## config.mk

```make
export PLATFORM = sky130hd
export DESIGN_NAME = mips_multicycle_ctrl
export DESIGN_NICKNAME = d
export VERILOG_FILES = /design/src/rtl/mips_ctrl_pkg.sv /design/src/rtl/mips_alu_decoder.sv /design/src/rtl/mips_multicycle_ctrl.sv
export SDC_FILE = /design/constraint.sdc
export NUM_CORES = 1
export LEC_CHECK = 0
export CAP_MARGIN = 25
export CORE_MARGIN = 10
export CORE_UTILIZATION = 38
export DETAILED_ROUTE_END_ITERATION = 10
export GPL_TIMING_DRIVEN = 1
export PLACE_DENSITY = 0.76
export SLEW_MARGIN = 20
export SYNTH_ARGS = -nofsm -noshare
export SYNTH_HDL_FRONTEND = slang
export SYNTH_HIERARCHICAL = 1
export SYNTH_SLANG_ARGS = --single-unit
```

## constraint.sdc

```tcl
create_clock -name clk -period 3.2 [get_ports clk]
set_clock_uncertainty 0.2 [all_clocks]
set_input_delay 0.96 -clock clk [delete_from_list [all_inputs] [get_ports clk]]
set_output_delay 0.96 -clock clk [all_outputs]
set_load 0.005 [all_outputs]
```

## src/rtl/mips_ctrl_pkg.sv

```systemverilog
// Shared encodings for the multicycle MIPS controller: opcodes, functs,
// ALU operation codes, FSM state codes and datapath mux select codes.
package mips_ctrl_pkg;

   localparam logic [5:0] OP_RTYPE = 6'b000000;
   localparam logic [5:0] OP_J     = 6'b000010;
   localparam logic [5:0] OP_BEQ   = 6'b000100;
   localparam logic [5:0] OP_BNE   = 6'b000101;
   localparam logic [5:0] OP_ADDI  = 6'b001000;
   localparam logic [5:0] OP_LW    = 6'b100011;
   localparam logic [5:0] OP_SW    = 6'b101011;

   localparam logic [5:0] FN_SLL = 6'b000000;
   localparam logic [5:0] FN_SRL = 6'b000010;
   localparam logic [5:0] FN_ADD = 6'b100000;
   localparam logic [5:0] FN_SUB = 6'b100010;
   localparam logic [5:0] FN_AND = 6'b100100;
   localparam logic [5:0] FN_OR  = 6'b100101;
   localparam logic [5:0] FN_XOR = 6'b100110;
   localparam logic [5:0] FN_SLT = 6'b101010;

   localparam logic [2:0] ALU_AND = 3'b000;
   localparam logic [2:0] ALU_OR  = 3'b001;
   localparam logic [2:0] ALU_ADD = 3'b010;
   localparam logic [2:0] ALU_XOR = 3'b011;
   localparam logic [2:0] ALU_SLL = 3'b100;
   localparam logic [2:0] ALU_SRL = 3'b101;
   localparam logic [2:0] ALU_SUB = 3'b110;
   localparam logic [2:0] ALU_SLT = 3'b111;

   localparam logic [3:0] S_FETCH   = 4'd0;
   localparam logic [3:0] S_DECODE  = 4'd1;
   localparam logic [3:0] S_MEMADR  = 4'd2;
   localparam logic [3:0] S_MEMRD   = 4'd3;
   localparam logic [3:0] S_MEMWB   = 4'd4;
   localparam logic [3:0] S_MEMWR   = 4'd5;
   localparam logic [3:0] S_EXECUTE = 4'd6;
   localparam logic [3:0] S_ALUWB   = 4'd7;
   localparam logic [3:0] S_BRANCH  = 4'd8;
   localparam logic [3:0] S_ADDIEX  = 4'd9;
   localparam logic [3:0] S_ADDIWB  = 4'd10;
   localparam logic [3:0] S_JUMP    = 4'd11;

   localparam logic [1:0] SRCB_REG     = 2'b00;
   localparam logic [1:0] SRCB_FOUR    = 2'b01;
   localparam logic [1:0] SRCB_IMM     = 2'b10;
   localparam logic [1:0] SRCB_IMM_SH2 = 2'b11;

   localparam logic [1:0] PCSRC_ALU    = 2'b00;
   localparam logic [1:0] PCSRC_ALUOUT = 2'b01;
   localparam logic [1:0] PCSRC_JUMP   = 2'b10;

endpackage

```

## src/rtl/mips_alu_decoder.sv

```systemverilog
// R-type funct to ALU operation map. funct_valid flags the supported set;
// unsupported functs fall back to ADD so the ALU select is never undefined.
module mips_alu_decoder
   import mips_ctrl_pkg::*;
(
   input  logic [5:0] funct,
   output logic [2:0] alu_control,
   output logic       funct_valid
);

   // funct lookup
   always_comb begin
      alu_control = ALU_ADD;
      funct_valid = 1'b1;
      case (funct)
         FN_ADD:  alu_control = ALU_ADD;
         FN_SUB:  alu_control = ALU_SUB;
         FN_AND:  alu_control = ALU_AND;
         FN_OR:   alu_control = ALU_OR;
         FN_XOR:  alu_control = ALU_XOR;
         FN_SLT:  alu_control = ALU_SLT;
         FN_SLL:  alu_control = ALU_SLL;
         FN_SRL:  alu_control = ALU_SRL;
         default: funct_valid = 1'b0;
      endcase
   end

endmodule

```

## src/rtl/mips_multicycle_ctrl.sv

```systemverilog
// Multicycle MIPS control FSM.
//
//  state    | meaning
//  ---------+-----------------------------------------------------------
//  FETCH    | read instruction at PC, load IR, PC += 4 (waits on memory)
//  DECODE   | classify opcode, precompute branch target into ALUOut
//  MEMADR   | base + offset for lw/sw
//  MEMRD    | data read at ALUOut (waits on memory)
//  MEMWB    | write loaded data to rt
//  MEMWR    | data write at ALUOut (waits on memory)
//  EXECUTE  | R-type ALU operation
//  ALUWB    | write ALU result to rd
//  BRANCH   | compare A/B, load PC from ALUOut on taken
//  ADDIEX   | A + SignImm
//  ADDIWB   | write addi result to rt
//  JUMP     | load PC with jump target
//
// Branch flavour and lw/sw direction are captured in DECODE so later
// states never look at opcode again.
module mips_multicycle_ctrl
   import mips_ctrl_pkg::*;
#(
   parameter bit MEM_HANDSHAKE = 1'b1,
   parameter bit HAS_BNE       = 1'b1
) (
   input  logic       clk,
   input  logic       reset_n,
   input  logic [5:0] opcode,
   input  logic [5:0] funct,
   input  logic       Zero,
   input  logic       mem_ready,
   output logic       PCEn,
   output logic       IorD,
   output logic       MemWrite,
   output logic       IRWrite,
   output logic       RegDst,
   output logic       MemtoReg,
   output logic       RegWrite,
   output logic       ALUSrcA,
   output logic [1:0] ALUSrcB,
   output logic [1:0] PCSrc,
   output logic [2:0] ALUControl,
   output logic       illegal_instr,
   output logic [3:0] state
);

   logic [3:0] state_q;
   logic [3:0] state_d;
   logic       is_sw_q;
   logic       is_bne_q;
   logic       ready;
   logic [2:0] funct_alu;
   logic       funct_valid;

   logic       pcen_raw;
   logic       irwrite_raw;
   logic       memwrite_raw;
   logic       regwrite_raw;
   logic       illegal_raw;

   assign ready = MEM_HANDSHAKE ? mem_ready : 1'b1;

   mips_alu_decoder u_alu_decoder (
      .funct       (funct),
      .alu_control (funct_alu),
      .funct_valid (funct_valid)
   );

   // state register
   always_ff @(posedge clk or negedge reset_n) begin
      if (!reset_n) begin
         state_q <= S_FETCH;
      end else begin
         state_q <= state_d;
      end
   end

   // instruction flavour captured while IR is known stable
   always_ff @(posedge clk or negedge reset_n) begin
      if (!reset_n) begin
         is_sw_q  <= 1'b0;
         is_bne_q <= 1'b0;
      end else if (state_q == S_DECODE) begin
         is_sw_q  <= (opcode == OP_SW);
         is_bne_q <= (opcode == OP_BNE);
      end
   end

   // next-state logic and illegal detection
   always_comb begin
      state_d     = state_q;
      illegal_raw = 1'b0;
      case (state_q)
         S_FETCH:   if (ready) state_d = S_DECODE;
         S_DECODE: begin
            case (opcode)
               OP_LW, OP_SW: state_d = S_MEMADR;
               OP_RTYPE: begin
                  if (funct_valid) begin
                     state_d = S_EXECUTE;
                  end else begin
                     state_d     = S_FETCH;
                     illegal_raw = 1'b1;
                  end
               end
               OP_BEQ:  state_d = S_BRANCH;
               OP_BNE: begin
                  if (HAS_BNE) begin
                     state_d = S_BRANCH;
                  end else begin
                     state_d     = S_FETCH;
                     illegal_raw = 1'b1;
                  end
               end
               OP_ADDI: state_d = S_ADDIEX;
               OP_J:    state_d = S_JUMP;
               default: begin
                  state_d     = S_FETCH;
                  illegal_raw = 1'b1;
               end
            endcase
         end
         S_MEMADR:  state_d = is_sw_q ? S_MEMWR : S_MEMRD;
         S_MEMRD:   if (ready) state_d = S_MEMWB;
         S_MEMWB:   state_d = S_FETCH;
         S_MEMWR:   if (ready) state_d = S_FETCH;
         S_EXECUTE: state_d = S_ALUWB;
         S_ALUWB:   state_d = S_FETCH;
         S_BRANCH:  state_d = S_FETCH;
         S_ADDIEX:  state_d = S_ADDIWB;
         S_ADDIWB:  state_d = S_FETCH;
         S_JUMP:    state_d = S_FETCH;
         default:   state_d = S_FETCH;
      endcase
   end

   // per-state datapath controls
   always_comb begin
      pcen_raw     = 1'b0;
      irwrite_raw  = 1'b0;
      memwrite_raw = 1'b0;
      regwrite_raw = 1'b0;
      IorD         = 1'b0;
      RegDst       = 1'b0;
      MemtoReg     = 1'b0;
      ALUSrcA      = 1'b0;
      ALUSrcB      = SRCB_REG;
      PCSrc        = PCSRC_ALU;
      ALUControl   = ALU_ADD;
      case (state_q)
         S_FETCH: begin
            ALUSrcB     = SRCB_FOUR;
            irwrite_raw = ready;
            pcen_raw    = ready;
         end
         S_DECODE:  ALUSrcB = SRCB_IMM_SH2;
         S_MEMADR: begin
            ALUSrcA = 1'b1;
            ALUSrcB = SRCB_IMM;
         end
         S_MEMRD:   IorD = 1'b1;
         S_MEMWB: begin
            MemtoReg     = 1'b1;
            regwrite_raw = 1'b1;
         end
         S_MEMWR: begin
            IorD         = 1'b1;
            memwrite_raw = 1'b1;
         end
         S_EXECUTE: begin
            ALUSrcA    = 1'b1;
            ALUControl = funct_alu;
         end
         S_ALUWB: begin
            RegDst       = 1'b1;
            regwrite_raw = 1'b1;
         end
         S_BRANCH: begin
            ALUSrcA    = 1'b1;
            ALUControl = ALU_SUB;
            PCSrc      = PCSRC_ALUOUT;
            pcen_raw   = is_bne_q ? ~Zero : Zero;
         end
         S_ADDIEX: begin
            ALUSrcA = 1'b1;
            ALUSrcB = SRCB_IMM;
         end
         S_ADDIWB:  regwrite_raw = 1'b1;
         S_JUMP: begin
            PCSrc    = PCSRC_JUMP;
            pcen_raw = 1'b1;
         end
         default: ;
      endcase
   end

   // strobes are killed combinationally so nothing leaks while reset is low
   assign PCEn          = pcen_raw     & reset_n;
   assign IRWrite       = irwrite_raw  & reset_n;
   assign MemWrite      = memwrite_raw & reset_n;
   assign RegWrite      = regwrite_raw & reset_n;
   assign illegal_instr = illegal_raw  & reset_n;
   assign state         = state_q;

endmodule

```

**Word level (Yosys, flattened, before mapping)**

Cells that the tools add are included.

- Add/sub/neg operators: 0
- Multiply operators: 0
- Div/mod/pow operators: 0
- $lt $le $gt $ge: 0
- Equality and inequality tests: 27
- Shift operators: 0
- Mux-type cells: 24
- Bitwise operators: 6
- Reduce and logical (&&, ||, !) cells: 12

Operator list:

| cell | number |
|---|---|
| equality test 6 bit, second input constant | 8 |
| case mux 4 bit (7 select lines) | 1 |
| case mux 3 bit (7 select lines) | 1 |
| case mux 4 bit (5 select lines) | 1 |
| equality test 4 x 3 -> 1 bit, second input constant | 4 |
| equality test 4 bit, second input constant | 4 |
| equality test 6 x 2 -> 1 bit, second input constant | 2 |
| equality test 6 x 3 -> 1 bit, second input constant | 2 |
| zero test 6 bit | 2 |
| 2-to-1 mux 4 bit | 3 |
| 2-to-1 mux 1 bit | 11 |
| equality test 4 x 2 -> 1 bit, second input constant | 2 |
| OR reduction 2 bit | 4 |
| OR reduction 8 bit | 1 |
| equality test 6 x 4 -> 1 bit, second input constant | 1 |
| 2-to-1 mux 3 bit | 2 |
| != test 2 bit, second input constant | 3 |
| case mux 2 bit (3 select lines) | 1 |
| case mux 3 bit (2 select lines) | 1 |
| OR reduction 6 bit | 1 |
| bitwise AND 1 bit | 5 |
| equality test 4 x 1 -> 1 bit, second input constant | 1 |
| zero test 4 bit | 1 |
| case mux 2 bit (2 select lines) | 1 |
| other kinds (6) | 6 |

- Bits in registers: 6
- Bits in latches: 0
- RAM bits: 0
- Memory bits (read-only): 0
- Input port bits: 16
- Logic and storage cells: 72
- Memories: 0

**Logic depth before layout (Yosys ltp)**

Gate-level depths: netlist of run 1.

- Depth in word-level cells: 7
- Mapped depth: 8

**Modules after synthesis**

Netlist of run 1, hierarchy kept.

By module, submodules not included:

| module | instances | cells each | area an instance (µm²) |
|---|---|---|---|
| mips_multicycle_ctrl | 1 | 93 | 688.2 |
| mips_alu_decoder | 1 | 20 | 140.1 |

**Least setup slack after synthesis of run 1**

Ideal clock, no wire load.

- Path type: input port to output port
- Start point: input port funct[2]
- End point: output port ALUControl[0]
- Arrival time: 2.204 ns
- Slack: -0.164 ns
- Stages: 6
- Cells stage by stage: buf_6 -> or3_1 -> or4b_1 -> o311ai_1 -> inv_1 -> nor3_1

- Longest elaborated chain between the ends: 3
- Elaborated cells on any way between the ends: 9
- Classes of those cells: eq/ne: 6; mux: 2; reduce/logical: 1

RTL lines:

| element | RTL line | source |
|---|---|---|
| from (decl) | mips_multicycle_ctrl.sv:29 | `input logic [5:0] funct,` |
| equality test 6 x 2 -> 1 bit (tied with other cells) | mips_alu_decoder.sv:15 | `case (funct)` |
| case mux 3 bit (7 select lines) (*) | mips_alu_decoder.sv:15 |  |
| named net funct_alu[0] | mips_multicycle_ctrl.sv:52 | `logic [2:0] funct_alu;` |
| case mux 3 bit (2 select lines) (*) | mips_multicycle_ctrl.sv:150 | `case (state_q)` |
| to (decl) | mips_multicycle_ctrl.sv:42 | `output logic [2:0] ALUControl,` |

The timed path passes the listed nets; every way through them passes the cells marked *.

**Worst setup path after layout of run 1**

- Start point: input port funct[0]
- End point: output port ALUControl[0]

The elaborated chain is that of the path after synthesis.

==> summary.md, run 1 <==
| Metric | Value |
|---|---|
| Grt total ovfl | 0 |
| Max-slew violation count | 0 |
| Worst EP required | between 2 and 2.5 ns |
| Commonest non-fill, non-tap cells in the layout | buf_4, clkdlybuf4s50_1, nor2_1 |
| Yosys cell types | 44 |
| Hold Fails Final Rpt | 0 |
| Post-synth EDFFs | 0 |
| Placed Cells | 191 |
| Post-synthesis sequential area ratio | 0.181 |
| Sw frac | 0.435 |
| Global-route wire length before repair | 4930 µm |
| RePlAce Congestion | ~0.84 |
| Status | finished with violations |
| Syn-to-layout area delta | 82.5% |
| Internal | 0.397 mW |
| Router iterations before antenna repair | 4 |
| Core area | approximately 2000 µm² |
| Ys async rst share | 1.00 |
| Clock sinks | 6 |
| Worst reg-to-reg setup slack | 1.47 ns |
| FP Rows | 16 |
| IO Pins | 36 |
| Cell Area, Synth | 828 µm² |
| RSZ-0062 raised after global routing | true |
| Diodes inserted | 0 |
| Initial antenna violation count | 0 |
| Worst slew pin tran | 0.375 ns |
| CTS root buf | clkbuf_4 |
| Final Non-Filler Cells | 202 |
| Worst-Skew Late Latency | around 0.24 ns |
| Layout cell share with drive strength beyond 1 | 0.389 |
| TNS Setup | -0.734 ns |
| Count of final setup violators | 4 |
| Setup ws final | -0.289 ns |
| CP Cell Sequence | buf_6, or3_4, or4b_4, o311ai_4, inv_1, nor3_2, buf_2 |
| First DRT Iteration DRCs | 69 |
| Clock slew at reported path FFs | 0.04 ns |
| Max VDD drop | 0.455 mV |
| Syn nets | 129 |
| Seq cells post-synth | 6 |
| Vias | 1,099 |
| Port Buffers | 35 |
| Crit path largest cell delay | 0.50 ns |
| Residual DRC | 0 |
| H-Tree Depth | 1 |
| P_sw | 0.306 mW |
| Max clock buf depth | 2 |
| DIE AREA | 4450 µm² |
| Routed wire length per instance | roughly 16 µm |
| Largest area contributor in the netlist | dfrtp_1 |
| Top_reg_cell synth | dfrtp_1 |
| Cells after Synth | 113 |
| Crit path launch type | input pin |
| Critical Path Fanout Max | 2 |
| Commonest non-fill, non-tap cell in the layout | buf_4 |
| Failing checks | negative setup slack |
| Buf/Inv on CP | 3 |
| Nets | 193 |
| Routed wire length | 3220 µm |
| Leak | 0.649 nW |
| Clock power frac | 0.099 |
| Die width | 66.7 µm |
| Hold Buf Count CTS | 0 |
| Final Cycle Share | 1.09 |
| ANT nets after route | 0 |
| Max stage delay cell, worst path | or4b_4 |
| Top-area cell type share of the netlist area | 0.181 |
| Avg Vias per Cell | approximately 5.4 |
| Critical path class | input pin to output pin |
| Detail Placement HPWL | ~2400 µm |
| Max Cap Viol | 0 |
| Tmin final | between 3 and 4 ns |
| CTS tree | done |
| HP Class | flop to flop |
| Global Route Usage Sum | 0.138 |
| Fin Hold WS | 0.358 ns |
| Family with the most delay on the worst path | simple AND/OR/NAND/NOR gates |
| Synth top area cells | dfrtp_1, nor3_1, nor2_1 |
| Critical path data arrival time | 2.33 ns |
| Ys Warns | 6 |
| PD cells | 465 nW/µm² |
| Slew headroom | 0.748 |
| Mapped Avg Cell Area | about 7.3 µm² |
| Fmax achieved | 0.287 GHz |
| Crit path capture type | output pin |
| Die height | 66.7 µm |
| Vias in the first global route | 1,092 |
| Largest net degree at the start of global routing | 19 |
| Gate power share | 0.692 |
| Num CTS Buffers | 3 |
| Initial core utilization | 0.410 |
| Power share of the sequential group | 0.209 |
-- power groups by stage --
stage,combinational [mW],sequential (mW),clock (mW)
finish,0.486,0.147,0.0696
global route,0.534,0.151,0.0794
CTS,0.472,0.145,0.0703
detailed placement,0.471,0.146,0
global placement,0.460,0.144,0
floorplan,0.287,0.110,0
-- path summary, 6_finish.rpt --
| check | cells after the start | endpoint | startpoint |
|---|---|---|---|
| setup / recovery | 7 | ALUControl[0] | funct[0] |
| hold / removal | 2 | is_bne_q$_DFFE_PN0P_ | is_bne_q$_DFFE_PN0P_ |
| setup reg to reg | 5 | state[0]$_DFFE_PN0P_ | state[1]$_DFFE_PN0P_ |
| hold reg to reg | 2 | is_bne_q$_DFFE_PN0P_ | is_bne_q$_DFFE_PN0P_ |
| max in group asynchronous | 3 | state[3]$_DFFE_PN0P_ | reset_n |
| min in group asynchronous | 3 | state[1]$_DFFE_PN0P_ | reset_n |
-- per-stage QoR --
| step | utilization | area (µm²) | total power [mW] | setup WS [ns] |
|---|---|---|---|---|
| after floorplan | - | 840 | 0.397 | -0.0668 |
| after global routing | 0.748 | 1510 | 0.764 | -0.326 |
| final | 0.748 | 1510 | 0.703 | -0.289 |
| after global placement | 0.666 | 1350 | 0.604 | -0.956 |
| after CTS | 0.704 | 1420 | 0.687 | -0.365 |
| after detailed placement | 0.666 | 1350 | 0.617 | -1.00 |
-- Yosys cell counts (2+ instances only) --
library cell  number
nor2_1            11
nor3_1             9
nand2_1            8
inv_1              7
a21oi_1            6
dfrtp_1            6
nor2b_1            5
buf_2              4
nor4b_1            4
nand2b_1           3
o21ai_0            3
o21ai_1            3
or3_1              3
a31oi_1            2
a32oi_1            2
buf_6              2
nand3_1            2
nand4b_1           2
nor3b_1            2
o22ai_1            2
o311ai_1           2
xnor2_1            2
xor2_1             2
-- logic make-up after synthesis --
| logic type | count (synthesis) | synth area share |
|---|---|---|
| AO/OA/AOI/OAI | 27 | 0.219 |
| XOR/XNOR | 4 | 0.0423 |
| buffers and inverters | 14 | 0.0922 |
| flip-flops | 6 | 0.181 |
| AND/OR/NAND/NOR | 62 | 0.465 |
-- registers in the layout, summed over array words and instances, names as in the netlist --
register	cells
state	4
is_sw_q	1
is_bne_q	1
-- metal layers --
layer	track usage	up-vias	routed length [µm]
li1	-	543	-
met1	0.139	519	1280
met2	0.268	33	1700
met3	0.0435	4	221
met4	0.0236	0	23
met5	0	-	0
-- worst register-to-register path, cell delays in order (launching register included) --
cell	delay, ns
dfrtp_1	0.49
buf_4	0.21
and2b_1	0.25
a32oi_1	0.10
or3_1	0.33
o21ai_2	0.07
-- area by class of cell --
type	instances	area (µm²)
Fill cell	157	510
Timing Repair Buffer	66	566
Multi-Input combinational cell	93	712
Sequential cell	6	151
Clock buffer	3	22.5
Inverter	7	26.3
Tap cell	27	33.8
-- what timing repair did --
action,CTS,global route
setup buffers,3,5
resized for setup,64,12
pin swaps,14,11
setup endpoints to repair,8,8
No activity file was read; power rests on OpenSTA's default activity.
==> run 2, diff against run 1 <==
Settings changed: PLACE_DENSITY 0.76 to 0.79.
==> run 2 against run 1 <==
The run still ends with negative setup slack left. Cell count fell by 2.0%. Die area did not move. Critical path depth fell by 1. Routed wire length fell by 6.6%. Sequential share of layout area rose by 0.40 points. Final area fell by 3.8%. Global-route usage fell by 0.84 points. Sequential cell count did not move. Clock power fell by 6.5%. Critical path type unchanged. Highest routed layer unchanged.
==> summary.md, run 2 (same netlist as run 1, synthesis figures left out) <==
| Metric | Value |
|---|---|
| P_sw | 0.296 mW |
| Gate power share | 0.695 |
| Diodes inserted | 0 |
| Worst slew pin tran | around 0.37 ns |
| Crit path launch type | input pin |
| Syn-to-layout area delta | 75.5% |
| Setup ws final | -0.304 ns |
| Die width | around 67 µm |
| Core area | a little over 2000 µm² |
| Max stage delay cell, worst path | or3_4 |
| Buf/Inv on CP | 3 |
| HP Class | flop to flop |
| Vias | between 1k and 1.5k |
| Max VDD drop | 0.494 mV |
| Layout cell share with drive strength beyond 1 | 0.363 |
| Tmin final | around 3.5 ns |
| Worst path most repeated cell | buf_6 |
| Leak | 0.623 nW |
| Vias in the first global route | 1,047 |
| Router iterations before antenna repair | 4 |
| CP Cell Sequence | buf_6, or3_4, buf_6, a211o_2, or3_1, buf_2 |
| Fmax achieved | ~0.29 GHz |
| Failing checks | negative setup slack |
| Worst reg-to-reg setup slack | 1.52 ns |
| Grt total ovfl | 0 |
| Commonest non-fill, non-tap cells in the layout | buf_4, clkdlybuf4s50_1, nor2_1 |
| Critical path data arrival time | 2.34 ns |
| Slew headroom | 0.755 |
| Initial antenna violation count | 0 |
| Initial core utilization | 0.410 |
| Routed wire length per instance | 15.2 µm |
| Max FFs per register | 4 |
| DIE AREA | roughly 4400 µm² |
| Crit path largest cell delay | ~0.4 ns |
| Clock power frac | 0.095 |
| TNS Setup | -0.751 ns |
| CTS root buf | clkbuf_4 |
| Final Cycle Share | 1.10 |
| First DRT Iteration DRCs | 63 |
| H-Tree Depth | 1 |
| Clock slew at reported path FFs | 0.04 ns |
| Placed Cells | 194 |
| Crit path capture type | output pin |
| Commonest non-fill, non-tap cell in the layout | buf_4 |
| PD cells | around 470 nW/µm² |
| Family with the most delay on the worst path | simple AND/OR/NAND/NOR gates |
| Critical Path Fanout Max | 2 |
| Hold Buf Count CTS | 0 |
| Max clock buf depth | 2 |
| Num CTS Buffers | 3 |
| Max Cap Viol | 0 |
| Hold Fails Final Rpt | 0 |
| Internal | 0.391 mW |
| Global-route wire length before repair | 4720 µm |
| CTS tree | done |
| Avg Vias per Cell | 5.55 |
| Worst-Skew Late Latency | 0.24 ns |
| Count of final setup violators | 3 |
| RSZ-0062 raised after global routing | true |
| ANT nets after route | 0 |
| RePlAce Congestion | 0.849 |
| Clock sinks | 6 |
| Largest net degree at the start of global routing | 19 |
| Detail Placement HPWL | 2280 µm |
| Routed wire length | between 3000 and 4000 µm |
| Die height | 66.7 µm |
| Critical path class | input pin to output pin |
| Status | finished with violations |
| Worst EP required | 2.04 ns |
| Power share of the sequential group | 0.210 |
| Max-slew violation count | 0 |
| Port Buffers | 35 |
| Nets | 189 |
| FP Rows | 16 |
| Final Non-Filler Cells | 198 |
| Sw frac | 0.431 |
| Global Route Usage Sum | 0.129 |
| Residual DRC | 0 |
| IO Pins | 36 |
-- run 2: changes by cell type in the layout (fill, tap and decap cells not counted) --
cell / before / now
buf_6: 7 / 4
clkbuf_2: 0 / 3
buf_2: 7 / 5
buf_4: 27 / 25
clkdlybuf4s15_2: 1 / 0
dlymetal6s2s_1: 2 / 3
nor3_1: 5 / 6
nor3_2: 5 / 4
o311ai_2: 0 / 1
o311ai_4: 1 / 0
-- run 2: power by group through the flow --
stage                     Combinational (mW)  Clock, mW  Sequential, mW
final                                  0.478     0.0651           0.144
after CTS                              0.472     0.0677           0.141
after detailed placement               0.474          0           0.142
after global routing                   0.521     0.0759           0.150
after floorplan                        0.287          0           0.110
after global placement                 0.464          0           0.141
-- run 2: through the flow --
stage          total power, mW  utilization  hold slack [ns]  cell area (µm²)  setup WS, ns
2_1_floorplan            0.397            -            0.273              840       -0.0668
3_3_place_gp             0.605        0.677            0.319             1370        -0.961
3_5_place_dp             0.616        0.677            0.336             1370         -1.02
4_1_cts                  0.681        0.696            0.345             1410        -0.373
5_1_grt                  0.747        0.719            0.392             1450        -0.328
6_report                 0.687        0.719            0.341             1450        -0.304
-- run 2: routing by layer --
| layer | share of wire | up-vias | track usage |
|---|---|---|---|
| met5 | 0 | - | 0 |
| met4 | 0.015 | 0 | 0.0340 |
| met3 | 0.076 | 4 | 0.0351 |
| met2 | 0.51 | 39 | 0.226 |
| met1 | 0.40 | 515 | 0.150 |
| li1 | - | 540 | - |
-- run 2: worst paths after layout --
check / from / endpoint / cells after the start
max in group asynchronous: reset_n / state[3]$_DFFE_PN0P_ / 3
setup reg to reg: state[2]$_DFFE_PN0P_ / state[1]$_DFFE_PN0P_ / 4
min in group asynchronous: reset_n / state[3]$_DFFE_PN0P_ / 3
hold / removal: is_bne_q$_DFFE_PN0P_ / is_bne_q$_DFFE_PN0P_ / 2
setup / recovery: funct[0] / ALUControl[1] / 6
hold reg to reg: is_bne_q$_DFFE_PN0P_ / is_bne_q$_DFFE_PN0P_ / 2
-- run 2: worst reg2reg max path, stage by stage (launching register included) --
cell and delay, ns:
dfrtp_1 0.47, buf_4 0.22, or3_4 0.40, a31o_1 0.21
o311ai_1 0.08
-- run 2: what timing repair did --
action | in CTS | in global routing
buffers inserted | 1 | 0
gates resized for setup | 50 | 17
pin swaps | 9 | 8
setup endpoints to repair | 8 | 6
-- run 2: layout make-up --
type                       instances  area [µm²]
clock buffer                       3        22.5
fill                             175         568
inverter                           7        26.3
multi-input combinational         93         697
sequential                         6         151
tap                               27        33.8
timing repair buffer              62         523
==> RTL change: new RTL, settings of run 1 <==
The parameter `HAS_BNE` goes from 1'b1 to 1'b0.
--- a/src/rtl/mips_multicycle_ctrl.sv
+++ b/src/rtl/mips_multicycle_ctrl.sv
@@ -22,5 +22,5 @@
 #(
    parameter bit MEM_HANDSHAKE = 1'b1,
-   parameter bit HAS_BNE       = 1'b1
+   parameter bit HAS_BNE       = 1'b0
 ) (
    input  logic       clk,
Check against the original RTL: not equivalent (a bounded check fails within 4 cycles, from zero or initial values and one cycle with reset_n low).
==> RTL change against run 1 <==
The run still ends with setup timing left. First-iteration DRC count down 43%. Synthesized area down 1.7%. Sequential cell count unchanged. Global-route usage down 0.33 points. Setup slack better by 49 ps. Cell area up 0.91%. Routed wire length up 5.6%. Total power up 1.1%. Register-to-register slack better by 70 ps. Largest power group unchanged.
==> RTL change: results (changes against run 1) <==
hpwl_um: 2320  # was 2350 um
yosysSeqAreaShare: 0.184  # was 0.181
worst-r2r-cell-count: 4  # was 5
hold_end: "is_sw_q$_DFFE_PN0P_"  # was is_bne_q$_DFFE_PN0P_
outcome: "finished, violations left"  # unchanged
synthesis.nets: 125  # was 129
worst_pin_slew_ps: 361  # was 375 ps
grt_pass1_wl_um: 4850  # was 4930 um
r2r_slack_ps: 1540  # was 1470 ps
synth_cell_types: 42  # was 44
grt_max_degree: 17  # was 19
via_per_inst: 5.39  # was 5.44
setup_tns_ps: -528  # was -734 ps
seq_area_sq_um: 150  # was 151 sq um
drt-initial-drc-count: 39  # was 69
grtUsageTotal: 0.135  # was 0.138
yosys-top-cells-count: "11 x nand2_1, 11 x nor2_1, 7 x a21oi_1, 7 x nor3_1, 6 x dfrtp_1"  # was 11 x nor2_1, 9 x nor3_1, 8 x nand2_1
synthTopCellsByArea: "dfrtp_1 18%, nand2_1 5.1%, nor2_1 5.1%"  # was dfrtp_1 18%, nor3_1 5.4%, nor2_1 5.0%
gr-usage-met3: 0.0203  # was 0.0435
synth_compound_area_frac: 0.212  # was 0.219
grt_pass1_vias: 1051  # was 1092
syn_avg_cell_area_sq_um: 7.47  # was 7.33 sq um
nFlopsAndLatches: 6  # unchanged
inv_count: 4  # was 7
cts_resized: 48  # was 64
layout.nonclk_buf_frac: 0.388  # was 0.374
r2r_start: "state[2]$_DFFE_PN0P_"  # was state[1]$_DFFE_PN0P_
fillers: 145  # was 157
power_density_nw_per_um2: 466  # was 465 nW/um^2
grt_use_met1: 0.148  # was 0.139
arrival_ps: 2280  # was 2330 ps
place_area_sq_um: 1320  # was 1350 sq um
violations: "setup timing"  # unchanged
synth_xor_area_frac: 0.0645  # was 0.0423
drive_gt1_frac: 0.411  # was 0.389
layout_setup_ws_ps: -240  # was -289 ps
ir_worst_vdd_v: 0.000322  # was 0.000455 V
clock_area_frac: 0.0148  # was 0.0149
setup-violations-final: 4  # unchanged
pre_cts_ws_ps: -997  # was -1000 ps
place.gp.congestion: 0.815  # was 0.836
totalWireLength_um: 3400  # was 3220 um
==> RTL change: cell types whose count changed after synthesis, moves of 3 or more <==
cell / before / now
buf_2: 4 / 1
nor4b_1: 4 / 1
nand2_1: 8 / 11
inv_1: 7 / 4
==> RTL change: worst max path at each step <==
stage                    end  slack, ps
6_report       ALUControl[0]       -240
5_1_grt        ALUControl[0]       -270
4_1_cts        ALUControl[0]       -300
3_5_place_dp   ALUControl[2]      -1000
3_3_place_gp   ALUControl[0]       -930
2_1_floorplan  ALUControl[0]        -60
==> RTL change: layer usage <==
layer  vias up  part of all wire
li1        531                 -
met1       513              0.41
met2        40              0.53
met3         4             0.053
met4         0             0.010
met5         -                 0
==> RTL change: where the power goes <==
part | switching (mW) | internal, mW
Combinational | 0.252 | 0.270
Sequential | 0.0238 | 0.0927
Clock | 0.0291 | 0.0425
Total | 0.305 | 0.405
==> RTL change: worst max-delay path, stage by stage <==
cell,delay [ps]
buf_6,90
or3_4,380
or4b_4,490
o311ai_2,80
and3_1,170
buf_2,110
